<file path="src/rtl/avr_pin_in_pkg.sv">
// Shared constants for the port-B input conditioner: default debounce length,
// I/O addresses the SoC decoder uses for PINB/PCMSK/PCIFR, and counter sizing.
package avr_pin_in_pkg;

    localparam int unsigned DEBOUNCE_CYCLES_DEFAULT = 48000;  // 1 ms at 48 MHz

    localparam logic [7:0] PINB_ADDR  = 8'h03;
    localparam logic [7:0] PCMSK_ADDR = 8'h6B;
    localparam logic [7:0] PCIFR_ADDR = 8'h1B;

    // A single-cycle debounce still needs a 1-bit counter to stay legal.
    function automatic int unsigned cnt_width(input int unsigned n);
        return (n > 1) ? $clog2(n) : 1;
    endfunction

endpackage

</file>
<file path="src/rtl/avr_debounce.sv">
// One-bit pad conditioner: 2-flop synchroniser followed by a counter that only
// accepts a new level after DEBOUNCE_CYCLES consecutive differing samples.
module avr_debounce
    import avr_pin_in_pkg::*;
#(
    parameter int unsigned DEBOUNCE_CYCLES = DEBOUNCE_CYCLES_DEFAULT
) (
    input  logic clk,
    input  logic reset,
    input  logic pad_in,
    output logic stable_o
);

    localparam int unsigned CW = cnt_width(DEBOUNCE_CYCLES);
    localparam logic [CW-1:0] CNT_MAX = CW'(DEBOUNCE_CYCLES - 1);

    logic          sync1_q;
    logic          sync2_q;
    logic [CW-1:0] cnt_q;
    logic [CW-1:0] cnt_d;
    logic          stable_q;
    logic          stable_d;

    // Counter stops at CNT_MAX by construction, so it can never wrap.
    always_comb begin
        cnt_d    = cnt_q;
        stable_d = stable_q;
        if (sync2_q == stable_q) begin
            cnt_d = '0;
        end else if (cnt_q == CNT_MAX) begin
            stable_d = sync2_q;
            cnt_d    = '0;
        end else begin
            cnt_d = cnt_q + 1'b1;
        end
    end

    always_ff @(posedge clk or negedge reset) begin
        if (!reset) begin
            sync1_q  <= 1'b0;
            sync2_q  <= 1'b0;
            cnt_q    <= '0;
            stable_q <= 1'b0;
        end else begin
            sync1_q  <= pad_in;
            sync2_q  <= sync1_q;
            cnt_q    <= cnt_d;
            stable_q <= stable_d;
        end
    end

    assign stable_o = stable_q;

endmodule

</file>
<file path="src/rtl/avr_pin_in.sv">
// Port-B input conditioner: debounced pads merged with output-driven bits into
// pin_b, plus a masked, sticky pin-change record and interrupt request.
module avr_pin_in
    import avr_pin_in_pkg::*;
#(
    parameter int unsigned WIDTH           = 8,
    parameter int unsigned DEBOUNCE_CYCLES = DEBOUNCE_CYCLES_DEFAULT
) (
    input  logic             clk,
    input  logic             reset,
    input  logic [WIDTH-1:0] pad_in,
    input  logic [WIDTH-1:0] port_b,
    input  logic [WIDTH-1:0] ddr_b,
    input  logic [WIDTH-1:0] pcmsk,
    input  logic             pc_clear,
    output logic [WIDTH-1:0] pin_b,
    output logic [WIDTH-1:0] pc_bits,
    output logic             pc_flag
);

    logic [WIDTH-1:0] stable;
    logic [WIDTH-1:0] pin_d;
    logic [WIDTH-1:0] pin_q;
    logic [WIDTH-1:0] chg;
    logic [WIDTH-1:0] pc_bits_d;
    logic [WIDTH-1:0] pc_bits_q;

    for (genvar i = 0; i < WIDTH; i++) begin : g_bit
        avr_debounce #(
            .DEBOUNCE_CYCLES(DEBOUNCE_CYCLES)
        ) u_debounce (
            .clk     (clk),
            .reset   (reset),
            .pad_in  (pad_in[i]),
            .stable_o(stable[i])
        );
    end

    // Output bits loop back the driven value regardless of the pad level.
    assign pin_d = (ddr_b & port_b) | (~ddr_b & stable);
    assign chg   = (pin_d ^ pin_q) & pcmsk;

    // A clear colliding with a new change keeps the new change.
    assign pc_bits_d = pc_clear ? chg : (pc_bits_q | chg);

    always_ff @(posedge clk or negedge reset) begin
        if (!reset) begin
            pin_q     <= '0;
            pc_bits_q <= '0;
        end else begin
            pin_q     <= pin_d;
            pc_bits_q <= pc_bits_d;
        end
    end

    assign pin_b   = pin_q;
    assign pc_bits = pc_bits_q;
    assign pc_flag = |pc_bits_q;

endmodule

</file>
<file path="config.mk">
export PLATFORM = sky130hd
export DESIGN_NAME = avr_pin_in
export DESIGN_NICKNAME = d
export VERILOG_FILES = /design/src/rtl/avr_pin_in_pkg.sv /design/src/rtl/avr_debounce.sv /design/src/rtl/avr_pin_in.sv
export SDC_FILE = /design/constraint.sdc
export NUM_CORES = 1
export LEC_CHECK = 0
export CAP_MARGIN = 20
export CORE_ASPECT_RATIO = 2
export CORE_MARGIN = 5
export CORE_UTILIZATION = 59
export DETAILED_ROUTE_END_ITERATION = 16
export MAX_ROUTING_LAYER = met4
export PLACE_DENSITY = 0.83
export SLEW_MARGIN = 10
export SYNTH_ARGS = -nofsm -noshare
export SYNTH_HDL_FRONTEND = slang
export SYNTH_SLANG_ARGS = --single-unit
</file>
<file path="constraint.sdc">
create_clock -name clk -period 2.35 [get_ports clk]
set_input_delay 0.47 -clock clk [delete_from_list [all_inputs] [get_ports clk]]
set_output_delay 0.47 -clock clk [all_outputs]
set_load 0.01 [all_outputs]
</file>
==> impl_metrics.json <==
{
  "status": "completed",
  "vias_per_cell": 5.665,
  "die_x_um": 90.29,
  "cts_root_buf": "clkbuf_16",
  "netSwitchingFraction_pct": 21.03,
  "leakage_nw": 3.621,
  "comb_power_share_pct": 5.3,
  "synth_area_mm2": 0.007606,
  "rsz0062_at_grt": "false",
  "grt_max_degree": 65,
  "utilization_pct": 71.09,
  "finClkSkew_ns": 0.008555,
  "slew_headroom_pct": 59.09,
  "layout_setup_ws_ns": 0.1787,
  "holdWs_ns": 0.03348,
  "antenna_found_initial": 0,
  "pin_count": 52,
  "grt_overflow_total": 0,
  "ys_seq_area_share_pct": 55.27,
  "clock-sinks": 168,
  "core_area_mm2": 0.01263,
  "p_int_w": 0.005021,
  "drv_slew": 0,
  "initial_utilization_pct": 60.24,
  "layout-drive-gt1-share_pct": 8.161,
  "slowest_delay_ns": 0.48,
  "postSynthAreaPerCell_um2": 10.28,
  "max-vdd-ir-drop_mv": 0.6972,
  "reg2reg_slack_ns": 0.24,
  "crit_chain": "nor4_1 -> nand2_1 -> clkdlybuf4s50_1",
  "syn_nets": 783,
  "fp.dieArea_mm2": 0.01540,
  "grt_pass1_vias": 5803,
  "cts_setup_buffers": 0,
  "num_vias": 5501,
  "yosys_warnings": 0,
  "preCtsSetupSlack_ns": 0.2812,
  "finalSetupViolCount": 0,
  "gp_congestion": 0.8460,
  "cts_max_level": 4,
  "area_growth_pct": 18.01,
  "synth-seq-cells": 168,
  "antennaDiodeCount": 0,
  "hold_violations": 0,
  "hold_buffers": 0,
  "cap_violations": 0,
  "post_drt_wl_per_cell_um": 15.81,
  "io_buffers": 51,
  "tightest_slew_ns": 0.6136,
  "clk_pin_slew_ns": 0.06,
  "place_hpwl_um": 10370,
  "powerDensity_mw_per_mm2": 708.4,
  "clk_path_buf_depth": 2,
  "ant_nets": 0,
  "netlist_instances": 740,
  "cp_max_fo": 3,
  "cts_tree": "built",
  "async_flop_share_pct": 100.0,
  "drt_iter0_drc": 269,
  "pwr-share-seq_pct": 47.6,
  "cts_resized": 0,
  "synthFlopType": "dfrtp_1",
  "synth_cell_types": 33,
  "cp.required_ns": 1.88,
  "grt_usage_pct": 21.64,
  "fillers": 912,
  "grt_pass1_wl_um": 26720,
  "synth_edf_count": 0,
  "end_kind": "output port",
  "placementRows": 58,
  "min_period_ns": 2.171,
  "fin_nets": 851,
  "hp-class": "input port to async pin",
  "slowest_stage": "clkdlybuf4s50_1",
  "power.switching_w": 0.001337,
  "power_frac_clock_pct": 47.1,
  "fin_crit_sh_pct": 92.40,
  "critical_path_arrival_ns": 1.70,
  "clk_latency_ns": 0.41,
  "firstDrtPassIters": 5,
  "worst-setup-path-type": "flip-flop to output port",
  "cts_inserted_buffers": 17,
  "setup_tns_ns": 0,
  "wl_um": 15350,
  "clock.fmax_mhz": 460.5,
  "cp-start-kind": "flip-flop",
  "drc_errors": 0,
  "die_y_um": 170.6
}
cell families after synthesis:
group           after synthesis  share of synthesized area (%)
simple gates                363                          22.83
flops                       168                          55.27
xor+xnor                    118                          13.59
buf+inv                      48                          2.517
compound gates               19                          2.106
mux                          16                          2.369
fa+ha+maj                     8                          1.316
layer usage:
metal | track usage (%) | wire length, um
met4 | 5.703 | 229
met3 | 4.223 | 516
met5 | - | 0
met2 | 39.13 | 8545
met1 | 24.42 | 6060
critical path: cells and delay by family, from the launching register on:
family	cells	cell delay (ns)
and+or+nand+nor	2	0.37
DFF	1	0.44
buffers and inverters	1	0.48
synth_stat cells (all sizes together), types with 2 or more instances:
library cell / number / area (um^2)
a31o: 4 / 35.03
and3: 5 / 31.28
buf: 5 / 30.02
clkbuf: 4 / 15.01
dfrtp: 168 / 4204
ha: 8 / 100.1
inv: 39 / 146.4
mux2: 16 / 180.2
nand2: 36 / 135.1
nand3: 47 / 245.2
nand3b: 9 / 67.56
nand4: 27 / 168.9
nand4b: 3 / 26.28
nor2: 159 / 596.8
nor3: 33 / 165.2
nor4: 31 / 193.9
nor4b: 4 / 35.03
o21ai: 10 / 50.05
or2: 2 / 12.51
or3: 2 / 12.51
or4b: 2 / 20.02
xnor2: 103 / 902.1
xor2: 15 / 131.4
stage by stage:
step / instance area (um^2) / total power, W / instances
2_1_floorplan: 7606 / 0.003203 / 740
3_3_place_gp: 8325 / 0.003395 / 939
3_5_place_dp: 8325 / 0.003417 / 939
4_1_cts: 8976 / 0.006413 / 971
5_1_grt: 8976 / 0.006605 / 971
6_report: 8976 / 0.006358 / 971
power by group through the flow:
stage	logic, W	clock network, W	registers, W
finish	0.000337	0.00300	0.00303
global route	0.000380	0.00319	0.00304
CTS	0.000344	0.00304	0.00303
detailed placement	0.000338	0	0.00308
global placement	0.000324	0	0.00307
floorplan	0.000130	0	0.00307
worst paths after layout:
| check | from | to | cells past startpoint |
|---|---|---|---|
| hold / removal | reset | g_bit[2].u_debounce.cnt_q[6] | 1 |
| min in group clk | g_bit[6].u_debounce.sync1_q | g_bit[6].u_debounce.sync2_q | 0 |
| max in group asynchronous | reset | g_bit[7].u_debounce.stable_o | 2 |
| setup reg to reg | g_bit[3].u_debounce.cnt_q[0] | g_bit[3].u_debounce.cnt_q[11] | 5 |
| setup / recovery | pc_bits[6] | pc_flag | 3 |
| hold reg to reg | g_bit[6].u_debounce.sync1_q | g_bit[6].u_debounce.sync2_q | 0 |
placed cells by master, fill, tap and decap left out, types with 5 or more instances in the layout:
| cell | Yosys | routed |
|---|---|---|
| nor3_1 | 33 | 33 |
| dfrtp_1 | 168 | 168 |
| nand3_1 | 45 | 45 |
| nor4_1 | 31 | 31 |
| clkbuf_16 | 0 | 17 |
| nor2_1 | 159 | 159 |
| buf_4 | 2 | 6 |
| and3_1 | 5 | 5 |
| nand3b_1 | 9 | 9 |
| nand4_1 | 27 | 27 |
| mux2_2 | 16 | 16 |
| o21ai_0 | 10 | 10 |
| inv_1 | 39 | 39 |
| nand2_1 | 36 | 36 |
| clkdlybuf4s50_1 | 0 | 50 |
| xnor2_1 | 103 | 103 |
| ha_1 | 8 | 8 |
| xor2_1 | 15 | 15 |
sequential cells by signal (all words and copies together), names as in the netlist:
register	cells
g_bit.u_debounce.cnt_q	128
g_bit.u_debounce.stable_o	8
g_bit.u_debounce.sync1_q	8
g_bit.u_debounce.sync2_q	8
pc_bits	8
pin_b	8
cell type report:
type / count / area [um^2] / share of cell area (%)
inverters: 39 / 146.4 / 1.631
clock buffers: 22 / 484.2 / 5.394
multi-input cells: 524 / 3211 / 35.77
flip-flops and latches: 168 / 4204 / 46.84
well taps: 150 / 187.7 / 2.091
clock inverters: 10 / 166.4 / 1.854
repair buffers: 58 / 576.8 / 6.426
Note: power is estimated with default switching activity, not from simulation.
